File: src/rtl/rr_grant_arbiter_4_if.sv
// rr_grant_arbiter_4_if
// Request/grant bundle between the four requesters and the round-robin
// arbiter. The arbiter connects via the slave modport; the requester side
// (or a testbench) drives it through master.
interface rr_grant_arbiter_4_if;
  logic       en;           // arbiter enable
  logic [3:0] req;          // level-sensitive request, bit i = requester i
  logic [3:0] grant;        // registered one-hot grant
  logic [1:0] grant_idx;    // registered owner index (feeds decoder 'in')
  logic       grant_valid;  // registered grant-active flag (feeds decoder 'en')

  modport master (
    output en,
    output req,
    input  grant,
    input  grant_idx,
    input  grant_valid
  );

  modport slave (
    input  en,
    input  req,
    output grant,
    output grant_idx,
    output grant_valid
  );
endinterface

File: src/rtl/rr_grant_arbiter_4.sv
// rr_grant_arbiter_4
// Four-requester round-robin arbiter in front of the 2-to-4 decode path.
// One owner at a time; the owner keeps the grant while it holds its request.
// On release the grant moves to the next round-robin winner on the same edge
// (no dead cycle), or drops to idle when nothing else is requesting.
// All outputs are registered.
//
// Optional feature: define RR_ARB_HOLD_TIMEOUT_EN to compile in a hold
// counter that force-rotates the grant after MAX_HOLD consecutive cycles
// when another requester is waiting. Without the macro MAX_HOLD only gets
// a range check and there is no preemption.
module rr_grant_arbiter_4 #(
  parameter int unsigned MAX_HOLD = 16
) (
  input  logic                  clk,
  input  logic                  rst_n,
  rr_grant_arbiter_4_if.slave   arb_bus
);

  // Reject out-of-range hold limits at elaboration time.
  if ((MAX_HOLD < 32'd2) || (MAX_HOLD > 32'd256)) begin : g_max_hold_range
    $error("rr_grant_arbiter_4: MAX_HOLD must be within 2..256");
  end

  typedef enum logic [0:0] {
    ST_IDLE = 1'b0,
    ST_BUSY = 1'b1
  } state_t;

  // What the arbiter does at the coming edge.
  typedef enum logic [1:0] {
    ACT_CLEAR = 2'd0,   // no grant after the edge
    ACT_GRANT = 2'd1,   // (re)arbitrate and grant the round-robin winner
    ACT_HOLD  = 2'd2    // keep the current owner
  } act_t;

  // One-hot encoding of an owner index.
  function automatic logic [3:0] f_onehot(input logic [1:0] idx);
    logic [3:0] oh;
    oh = 4'b0000;
    oh[idx] = 1'b1;
    return oh;
  endfunction

  // First asserted request scanning start, start+1, ... with 2-bit wrap.
  function automatic logic [1:0] f_rr_pick(input logic [3:0] req_v,
                                           input logic [1:0] start);
    logic [1:0] pick;
    logic [1:0] cand;
    logic       found;
    pick  = start;
    found = 1'b0;
    for (int i = 0; i < 4; i++) begin
      cand = start + i[1:0];
      if (!found && req_v[cand]) begin
        pick  = cand;
        found = 1'b1;
      end else begin
        found = found;
      end
    end
    return pick;
  endfunction

  state_t     r_state;
  state_t     w_state_nxt;
  logic [1:0] r_ptr;
  logic [1:0] w_ptr_nxt;
  logic [3:0] r_grant;
  logic [3:0] w_grant_nxt;
  logic [1:0] r_grant_idx;
  logic [1:0] w_grant_idx_nxt;
  logic       r_grant_valid;
  logic       w_grant_valid_nxt;

  act_t       w_act;
  logic [1:0] w_winner;
  logic       w_any_req;
  logic       w_owner_req;
  logic       w_other_req;
  logic       w_timeout;

  // The pointer already sits one past the current owner, so the owner is
  // scanned last and therefore has the lowest priority on re-arbitration.
  assign w_winner    = f_rr_pick(arb_bus.req, r_ptr);
  assign w_any_req   = |arb_bus.req;
  assign w_owner_req = arb_bus.req[r_grant_idx];
  assign w_other_req = |(arb_bus.req & ~f_onehot(r_grant_idx));

`ifdef RR_ARB_HOLD_TIMEOUT_EN
  localparam int unsigned     CNT_W    = $clog2(MAX_HOLD);
  localparam logic [CNT_W-1:0] CNT_LAST = CNT_W'(MAX_HOLD - 32'd1);

  logic [CNT_W-1:0] r_hold_cnt;
  logic [CNT_W-1:0] w_hold_cnt_nxt;

  // Counter at its limit: the owner has used its full hold window.
  assign w_timeout = (r_hold_cnt == CNT_LAST);

  // Hold counter: cleared on every new grant or idle, saturates at the limit.
  always_comb begin
    w_hold_cnt_nxt = r_hold_cnt;
    case (w_act)
      ACT_GRANT: w_hold_cnt_nxt = '0;
      ACT_HOLD: begin
        if (w_timeout) begin
          w_hold_cnt_nxt = r_hold_cnt;
        end else begin
          w_hold_cnt_nxt = r_hold_cnt + CNT_W'(1);
        end
      end
      ACT_CLEAR: w_hold_cnt_nxt = '0;
      default:   w_hold_cnt_nxt = '0;
    endcase
  end

  // Hold counter register.
  always_ff @(posedge clk or negedge rst_n) begin
    if (!rst_n) begin
      r_hold_cnt <= '0;
    end else begin
      r_hold_cnt <= w_hold_cnt_nxt;
    end
  end
`else
  // No hold limit: the owner keeps the grant until it releases.
  assign w_timeout = 1'b0;
`endif

  // Decide the action for this edge, then derive next state and outputs.
  always_comb begin
    w_act             = ACT_CLEAR;
    w_state_nxt       = ST_IDLE;
    w_ptr_nxt         = r_ptr;
    w_grant_idx_nxt   = r_grant_idx;
    w_grant_valid_nxt = 1'b0;
    w_grant_nxt       = 4'b0000;

    case (r_state)
      ST_IDLE: begin
        if (arb_bus.en && w_any_req) begin
          w_act = ACT_GRANT;
        end else begin
          w_act = ACT_CLEAR;
        end
      end
      ST_BUSY: begin
        if (!arb_bus.en) begin
          w_act = ACT_CLEAR;
        end else if (!w_owner_req) begin
          // Owner released; hand over immediately if anyone else waits.
          if (w_any_req) begin
            w_act = ACT_GRANT;
          end else begin
            w_act = ACT_CLEAR;
          end
        end else if (w_timeout && w_other_req) begin
          w_act = ACT_GRANT;
        end else begin
          w_act = ACT_HOLD;
        end
      end
      default: begin
        w_act = ACT_CLEAR;
      end
    endcase

    case (w_act)
      ACT_GRANT: begin
        w_state_nxt       = ST_BUSY;
        w_ptr_nxt         = w_winner + 2'd1;
        w_grant_idx_nxt   = w_winner;
        w_grant_valid_nxt = 1'b1;
        w_grant_nxt       = f_onehot(w_winner);
      end
      ACT_HOLD: begin
        w_state_nxt       = ST_BUSY;
        w_grant_valid_nxt = 1'b1;
        w_grant_nxt       = f_onehot(r_grant_idx);
      end
      ACT_CLEAR: begin
        w_state_nxt       = ST_IDLE;
        w_grant_valid_nxt = 1'b0;
        w_grant_nxt       = 4'b0000;
      end
      default: begin
        w_state_nxt       = ST_IDLE;
        w_grant_valid_nxt = 1'b0;
        w_grant_nxt       = 4'b0000;
      end
    endcase
  end

  // State, pointer and registered grant outputs; reset clears asynchronously.
  always_ff @(posedge clk or negedge rst_n) begin
    if (!rst_n) begin
      r_state       <= ST_IDLE;
      r_ptr         <= 2'd0;
      r_grant       <= 4'b0000;
      r_grant_idx   <= 2'd0;
      r_grant_valid <= 1'b0;
    end else begin
      r_state       <= w_state_nxt;
      r_ptr         <= w_ptr_nxt;
      r_grant       <= w_grant_nxt;
      r_grant_idx   <= w_grant_idx_nxt;
      r_grant_valid <= w_grant_valid_nxt;
    end
  end

  assign arb_bus.grant       = r_grant;
  assign arb_bus.grant_idx   = r_grant_idx;
  assign arb_bus.grant_valid = r_grant_valid;

endmodule

File: src/flat_wrapper.sv
// flat-port wrapper written by rule: the top's interface ports become plain ports
module rr_grant_arbiter_4_flat 
#(
  parameter int unsigned MAX_HOLD = 16
)
  (clk, rst_n, arb_bus_en, arb_bus_req, arb_bus_grant, arb_bus_grant_idx, arb_bus_grant_valid);
  rr_grant_arbiter_4_if arb_bus_i ();
  input  logic clk;
  input  logic rst_n;
  input wire logic [$bits(arb_bus_i.en)-1:0] arb_bus_en;
  input wire logic [$bits(arb_bus_i.req)-1:0] arb_bus_req;
  output wire logic [$bits(arb_bus_i.grant)-1:0] arb_bus_grant;
  output wire logic [$bits(arb_bus_i.grant_idx)-1:0] arb_bus_grant_idx;
  output wire logic [$bits(arb_bus_i.grant_valid)-1:0] arb_bus_grant_valid;
  assign arb_bus_i.en = arb_bus_en;
  assign arb_bus_i.req = arb_bus_req;
  assign arb_bus_grant = arb_bus_i.grant;
  assign arb_bus_grant_idx = arb_bus_i.grant_idx;
  assign arb_bus_grant_valid = arb_bus_i.grant_valid;
  rr_grant_arbiter_4 #(.MAX_HOLD(MAX_HOLD)) u_core (.clk(clk), .rst_n(rst_n), .arb_bus(arb_bus_i));
endmodule
File: config.mk
export PLATFORM = sky130hd
export DESIGN_NAME = rr_grant_arbiter_4_flat
export DESIGN_NICKNAME = d
export VERILOG_FILES = /design/src/rtl/rr_grant_arbiter_4_if.sv /design/src/rtl/rr_grant_arbiter_4.sv /design/src/flat_wrapper.sv
export SDC_FILE = /design/constraint.sdc
export NUM_CORES = 1
export LEC_CHECK = 0
export BUFFER_PORTS_ARGS = -buffer_cell sky130_fd_sc_hd__buf_2
export CAP_MARGIN = 20
export CORE_AREA = 4 4 41 43
export CTS_CLUSTER_DIAMETER = 30
export DETAILED_ROUTE_END_ITERATION = 8
export DIE_AREA = 0 0 45 47
export PLACE_DENSITY = 0.67
export SETUP_SLACK_MARGIN = 0.1
export SYNTH_ARGS = -nofsm -noshare
export SYNTH_HDL_FRONTEND = slang
export SYNTH_SLANG_ARGS = --single-unit
File: constraint.sdc
create_clock -name clk -period 1.85 [get_ports clk]
set_input_delay 0.0925 -clock clk [delete_from_list [all_inputs] [get_ports clk]]
set_output_delay 0.0925 -clock clk [all_outputs]
set_load 0.05 [all_outputs]
==> results of run 1 <==
## per-stage QoR
step / hold WS (ps) / power (mW) / util (%) / setup slack [ps] / cell area, um^2
floorplan: -203 / 0.782 / - / -262 / 561
global placement: -48.7 / 0.989 / 54.8 / -91.1 / 713
detailed placement: -39.9 / 1.01 / 54.8 / -152 / 713
CTS: 205 / 1.21 / 60.3 / -143 / 785
global route: 224 / 1.29 / 60.7 / -205 / 790
finish: 196 / 1.22 / 60.7 / -117 / 790
## metal layers
layer / GRT usage, % / routed length [um] / up-vias
li1: - / - / 266
met5: 0 / 0 / -
met4: 11.7 / 55 / 0
met1: 16.8 / 581 / 256
met2: 29.7 / 758 / 15
met3: 6.51 / 86 / 10
## kinds of logic (layout without fill, tap and decap cells)
group / count (synthesis) / after routing / synth area share, %
AO/OA/AOI/OAI: 15 / 15 / 19.3
adder cells (fa/ha/maj): 2 / 2 / 4.54
buffers and inverters: 6 / 34 / 4.32
flip-flops: 9 / 9 / 40.9
multiplexers: 3 / 3 / 7.95
AND/OR/NAND/NOR: 21 / 21 / 23.0
## sequential cells by signal, indices dropped and copies added (netlist names)
signal and flops:
u_core.arb_bus.grant 4, u_core.r_ptr 2, u_core.r_state 1, u_core.arb_bus.grant_idx 2
## path summary, 6_finish.rpt
| check | startpoint | slack [ps] | end | cells after the start |
|---|---|---|---|---|
| min in group clk | arb_bus_req[3] | 320 | u_core.r_ptr[1] | 5 |
| max | u_core.arb_bus.grant_idx[0] | -120 | u_core.arb_bus.grant[0] | 8 |
| max in group asynchronous | rst_n | 1450 | u_core.arb_bus.grant_idx[0] | 2 |
| min | rst_n | 200 | u_core.r_ptr[1] | 2 |
| min reg2reg | u_core.arb_bus.grant_idx[1] | 610 | u_core.arb_bus.grant[1] | 2 |
| max reg2reg | u_core.arb_bus.grant_idx[0] | -120 | u_core.arb_bus.grant[0] | 8 |
## area by class of cell
type                            instances  area share, %
Clock buffer                            4           3.33
Inverter                                5           2.38
Multi-Input combinational cell         41           43.3
Sequential cell                         9           28.7
Tap cell                               15           2.38
Timing Repair Buffer                   25           20.0
## timing repair
item / CTS / global route
endpoints found under the hold margin: 9 / 0
hold buffers: 1 / 0
buffers inserted: 0 / 0
endpoints found under the setup margin: 8 / 8
gates cloned: 0 / 0
pin swaps: 6 / 4
resized for setup: 6 / 1
## placed cells by master (no fill, tap or decap), types with 2 or more instances in the layout
cell      Yosys  layout
nor2_1        5       5
nand2_2       0       2
nand3_1       2       2
o21ai_0       2       2
buf_2         0      13
clkbuf_4      0       3
buf_4         0      11
inv_1         5       4
dfrtp_1       9       8
o32ai_1       2       2
o22ai_1       3       3
nor2b_1       3       3
## power groups by stage
stage | sequential (mW) | clock (mW) | combinational, mW
after floorplan | 0.508 | 0 | 0.274
after global placement | 0.328 | 0 | 0.662
after detailed placement | 0.333 | 0 | 0.676
after CTS | 0.331 | 0.164 | 0.721
after global routing | 0.340 | 0.170 | 0.782
final | 0.329 | 0.167 | 0.727
## worst register-to-register path, stage by stage, from the launching register on
cell	delay, ps
dfrtp_2	370
mux4_2	520
nand2_2	110
o311ai_4	90
ha_1	300
inv_2	70
buf_4	110
nand3b_1	90
o32ai_1	190
==> flow_metrics.py, run 1 <==
metrics = {
    "power_and_ir_drop": {
        "power_switching_share_pct": 47.4,
        "seq_power_share_pct": 26.9,
        "ir_worst_vdd_mv": 0.836,
        "p_clk_share_pct": 13.6,
        "power_density_mw_per_mm2": 1550,
        "p_leak_nw": 0.376,
        "power_switching_uw": 580,
        "internal-power_uw": 643,
        "power_frac_comb_pct": 59.5,
    },
    "timing": {
        "tns_ps": -423,
        "finalCritPeriodShare_pct": 106,
        "grt_setup_unrepaired": "yes",
        "maxSlewHeadroom_pct": 76.1,
        "worst_pin_slew_ps": 355,
        "worst_slack_ps": -117,
        "report.final.slew_viol_count": 0,
        "setup_viol": 5,
        "fmax_mhz": 508,
        "finalHoldViolations": 0,
        "min_period_ps": 1970,
        "fin_worst_skew_ps": 1.30,
    },
    "die": {
        "num_rows": 13,
        "die_w_um": 45,
        "die_y_um": 47,
        "die-area_mm2": 0.00212,
        "initial_core_util_pct": 42.3,
        "pin_count": 14,
        "core_area_mm2": 0.00130,
    },
    "global_routing": {
        "grt_antenna_before_repair": 0,
        "grt_pass1_vias": 553,
        "grt_max_degree": 10,
        "grt_first_pass_wirelength_um": 2430,
        "grt_usage_pct": 17.1,
        "overflow": 0,
    },
    "setup_path": {
        "slowest_delay_ps": 520,
        "crit_path_end_kind": "flip-flop",
        "cp_top_family": "multiplexers",
        "crit_arrival_ps": 2130,
        "startpoint_type": "flip-flop",
        "worst_path_max_delay_cell": "mux4_2",
        "cp.required_ps": 2010,
        "worstSetupPathType": "flip-flop to flip-flop",
        "path_buf_inv": 2,
        "crit_chain": "mux4_2 -> nand2_2 -> o311ai_4 -> ha_1 -> inv_2 -> buf_4 -> nand3b_1 -> o32ai_1",
        "crit_fanout": 3,
    },
    "clock_network": {
        "clk_latency_ps": 280,
        "path_clk_slew_ps": 60,
        "clock-sinks": 9,
        "cts_buffers": 3,
        "cts-root-buf": "clkbuf_4",
        "cts_tree": "yes",
        "clockBufferDepth": 2,
        "htreeDepth": 1,
    },
    "yosys": {
        "seq_area_frac_synth_pct": 40.9,
        "synth_flop_cell": "dfrtp_1",
        "synthTopCellsByCount": "dfrtp_1, inv_1, nor2_1",
        "synth_area_um2": 551,
        "synth_edf_count": 0,
        "syn-instance-count": 56,
        "async_flop_share_pct": 100,
        "synth_area_leaders": "dfrtp_1, ha_1, mux4_2",
        "yosys.cell_count.top_type": "dfrtp_1",
        "synth.net_count": 65,
        "synth_cell_types": 29,
        "ys_ff_latch": 9,
        "syn_area_per_cell_um2": 9.83,
        "yosys_warnings": 0,
        "yosys.area.top_type_share_pct": 40.9,
        "synth_top_cell_by_area": "dfrtp_1",
    },
    "place": {
        "place_hpwl_um": 1100,
        "place_inst": 94,
        "gp_congestion": 0.828,
        "portBuffers": 13,
    },
    "finish": {
        "instances_no_fill": 99,
        "drive_gt1_share_pct": 47.6,
        "nets": 94,
        "multi_input_area_um2": 342,
        "fillCellCount": 106,
        "syn_to_final_growth_pct": 43.4,
        "insertedDiodeCount": 0,
        "regArea_um2": 226,
    },
    "hold_path": {
        "min_path_type": "primary input to asynchronous set/reset pin",
    },
    "status": {
        "status": "finished with violations",
        "violations": "setup timing",
    },
    "run": {
        "cap_violations": 0,
    },
    "route": {
        "route.vias.total": 547,
        "drt_iter0_markers": 10,
        "drc_errors": 0,
        "wire_per_inst_um": 15.0,
        "drtPass1Iterations": 4,
        "routed_via_density": 5.53,
        "wirelength_um": 1480,
        "ant_nets": 0,
    },
}
(Power assumes the default switching activity.)
==> run 2: changes to the inputs <==
- CORE_AREA: 4 4 41 43 -> 2 2 39 41
- DIE_AREA: 0 0 45 47 -> 0 0 41 43
==> run 2 against run 1 <==
  * Worst setup slack got worse by 77 ps
  * First-iteration DRC count increased to 2.8 times the previous value
  * Register-to-register slack got worse by 80 ps
  * Combinational power increased by 19%
  * Design area increased by 9.8%
  * The run still ends with setup timing left
==> flow_metrics.py, run 2 (synthesized netlist as in run 1, its figures left out) <==
metrics = {
    "status": {
        "status": "finished with violations",
        "violations": "setup timing",
    },
    "setup_path": {
        "crit_path_end_kind": "flip-flop",
        "startpoint_type": "flip-flop",
        "crit_fanout": 3,
        "crit_chain": "mux4_2 -> nand2_2 -> o311ai_4 -> ha_1 -> inv_2 -> buf_4 -> buf_6 -> nand3b_1 -> o32ai_2",
        "slowest_delay_ps": 550,
        "cp.required_ps": 1990,
        "worstSetupPathType": "flip-flop to flip-flop",
        "crit_arrival_ps": 2180,
        "worst_path_max_delay_cell": "mux4_2",
    },
    "place": {
        "portBuffers": 13,
        "place_hpwl_um": 1020,
        "gp_congestion": 0.753,
        "place_inst": 95,
        "placed_area_um2": 714,
    },
    "clock_network": {
        "cts-root-buf": "clkbuf_4",
        "htreeDepth": 1,
        "cts_buffers": 3,
        "cts_tree": "yes",
        "clk_latency_ps": 260,
        "path_clk_slew_ps": 70,
        "clock-sinks": 9,
        "clockBufferDepth": 2,
    },
    "power_and_ir_drop": {
        "power_switching_share_pct": 46.3,
        "seq_power_share_pct": 24.6,
        "p_clk_share_pct": 11.6,
        "power_switching_uw": 627,
        "power_density_mw_per_mm2": 1560,
        "ir_worst_vdd_mv": 0.936,
        "power_frac_comb_pct": 63.7,
        "total_power_mw": 1.35,
        "p_leak_nw": 0.407,
        "internal-power_uw": 728,
    },
    "route": {
        "ant_nets": 0,
        "drc_errors": 0,
        "route.vias.total": 611,
        "routed_via_density": 5.82,
        "wirelength_um": 1600,
        "drt_iter0_markers": 28,
        "drtPass1Iterations": 4,
        "wire_per_inst_um": 15.3,
    },
    "timing": {
        "report.final.slew_viol_count": 0,
        "setup_viol": 9,
        "fmax_mhz": 489,
        "fin_worst_skew_ps": 6.33,
        "min_period_ps": 2040,
        "maxSlewHeadroom_pct": 74.4,
        "worst_slack_ps": -194,
        "tns_ps": -1320,
        "grt_setup_unrepaired": "yes",
        "finalCritPeriodShare_pct": 111,
        "finalHoldViolations": 0,
        "worst_pin_slew_ps": 381,
    },
    "finish": {
        "instances_no_fill": 105,
        "fin_area_um2": 867,
        "insertedDiodeCount": 0,
        "final_cell_mix": "buf_2, buf_4, dfrtp_1, nor2_1",
        "syn_to_final_growth_pct": 57.5,
        "drive_gt1_share_pct": 56.2,
        "largest_register_ffs": 4,
        "nets": 99,
        "fillCellCount": 112,
    },
    "global_routing": {
        "grt_usage_pct": 20.3,
        "grt_pass1_vias": 559,
        "grt_first_pass_wirelength_um": 2380,
        "grt_antenna_before_repair": 0,
        "overflow": 0,
        "grt_max_degree": 10,
    },
    "hold_path": {
        "min_path_type": "primary input to asynchronous set/reset pin",
    },
    "die": {
        "num_rows": 14,
        "core_area_mm2": 0.00138,
        "pin_count": 14,
        "die_y_um": 43,
        "die_w_um": 41,
        "die-area_mm2": 0.00176,
        "initial_core_util_pct": 39.8,
    },
    "run": {
        "cap_violations": 0,
    },
}
run 2: layout make-up:
| type | instances | area [um^2] | area share [%] |
|---|---|---|---|
| multi-input combinational | 41 | 367 | 42.3 |
| sequential | 9 | 226 | 26.1 |
| timing repair buffer | 30 | 206 | 23.8 |
| clock buffer | 4 | 26.3 | 3.03 |
| inverter | 5 | 21.3 | 2.45 |
| tap | 16 | 20.0 | 2.31 |
run 2: what timing repair did:
action	CTS	global route
hold buffers	1	0
hold endpoints to repair	9	0
buffers inserted	0	5
endpoints found under the setup margin	8	8
pin swaps	1	8
resized for setup	5	11
run 2: worst max-delay path, delay by kind of cell (launching register included):
kind,cells,cell delay [ps]
mux,1,550
flops,1,380
fa+ha+maj,1,310
buf+inv,3,270
simple gates,2,220
compound gates,2,180
run 2: per-layer routing:
metal | routed length [um] | track usage, %
met1 | 635 | 25.3
met2 | 848 | 29.7
met3 | 53 | 5.76
met4 | 64 | 12.0
met5 | 0 | 0
run 2: stage by stage:
stage	hold slack, ps	setup WS [ps]	util, %
after global routing	232	-304	62.7
after CTS	209	-128	56.6
after floorplan	-203	-262	-
final	207	-194	62.7
after global placement	-50.0	-103	51.6
after detailed placement	-37.0	-153	51.6
run 2: power by group through the flow:
| stage | Sequential, mW | Clock (mW) | Combinational, mW |
|---|---|---|---|
| floorplan | 0.508 | 0 | 0.274 |
| global placement | 0.331 | 0 | 0.657 |
| detailed placement | 0.335 | 0 | 0.667 |
| CTS | 0.331 | 0.160 | 0.710 |
| global route | 0.342 | 0.172 | 0.911 |
| finish | 0.334 | 0.158 | 0.863 |
run 2: path summary, 6_finish.rpt:
check,from,end,slack [ps],cells past startpoint
setup reg to reg,u_core.arb_bus.grant_idx[0],u_core.arb_bus.grant[2],-190,9
hold / removal,rst_n,u_core.r_ptr[0],210,2
setup / recovery,u_core.arb_bus.grant_idx[0],u_core.arb_bus.grant[2],-190,9
max in group asynchronous,rst_n,u_core.arb_bus.grant_idx[0],1430,2
hold reg to reg,u_core.r_ptr[0],u_core.r_ptr[0],640,2
min in group clk,arb_bus_req[3],u_core.r_ptr[1],390,5
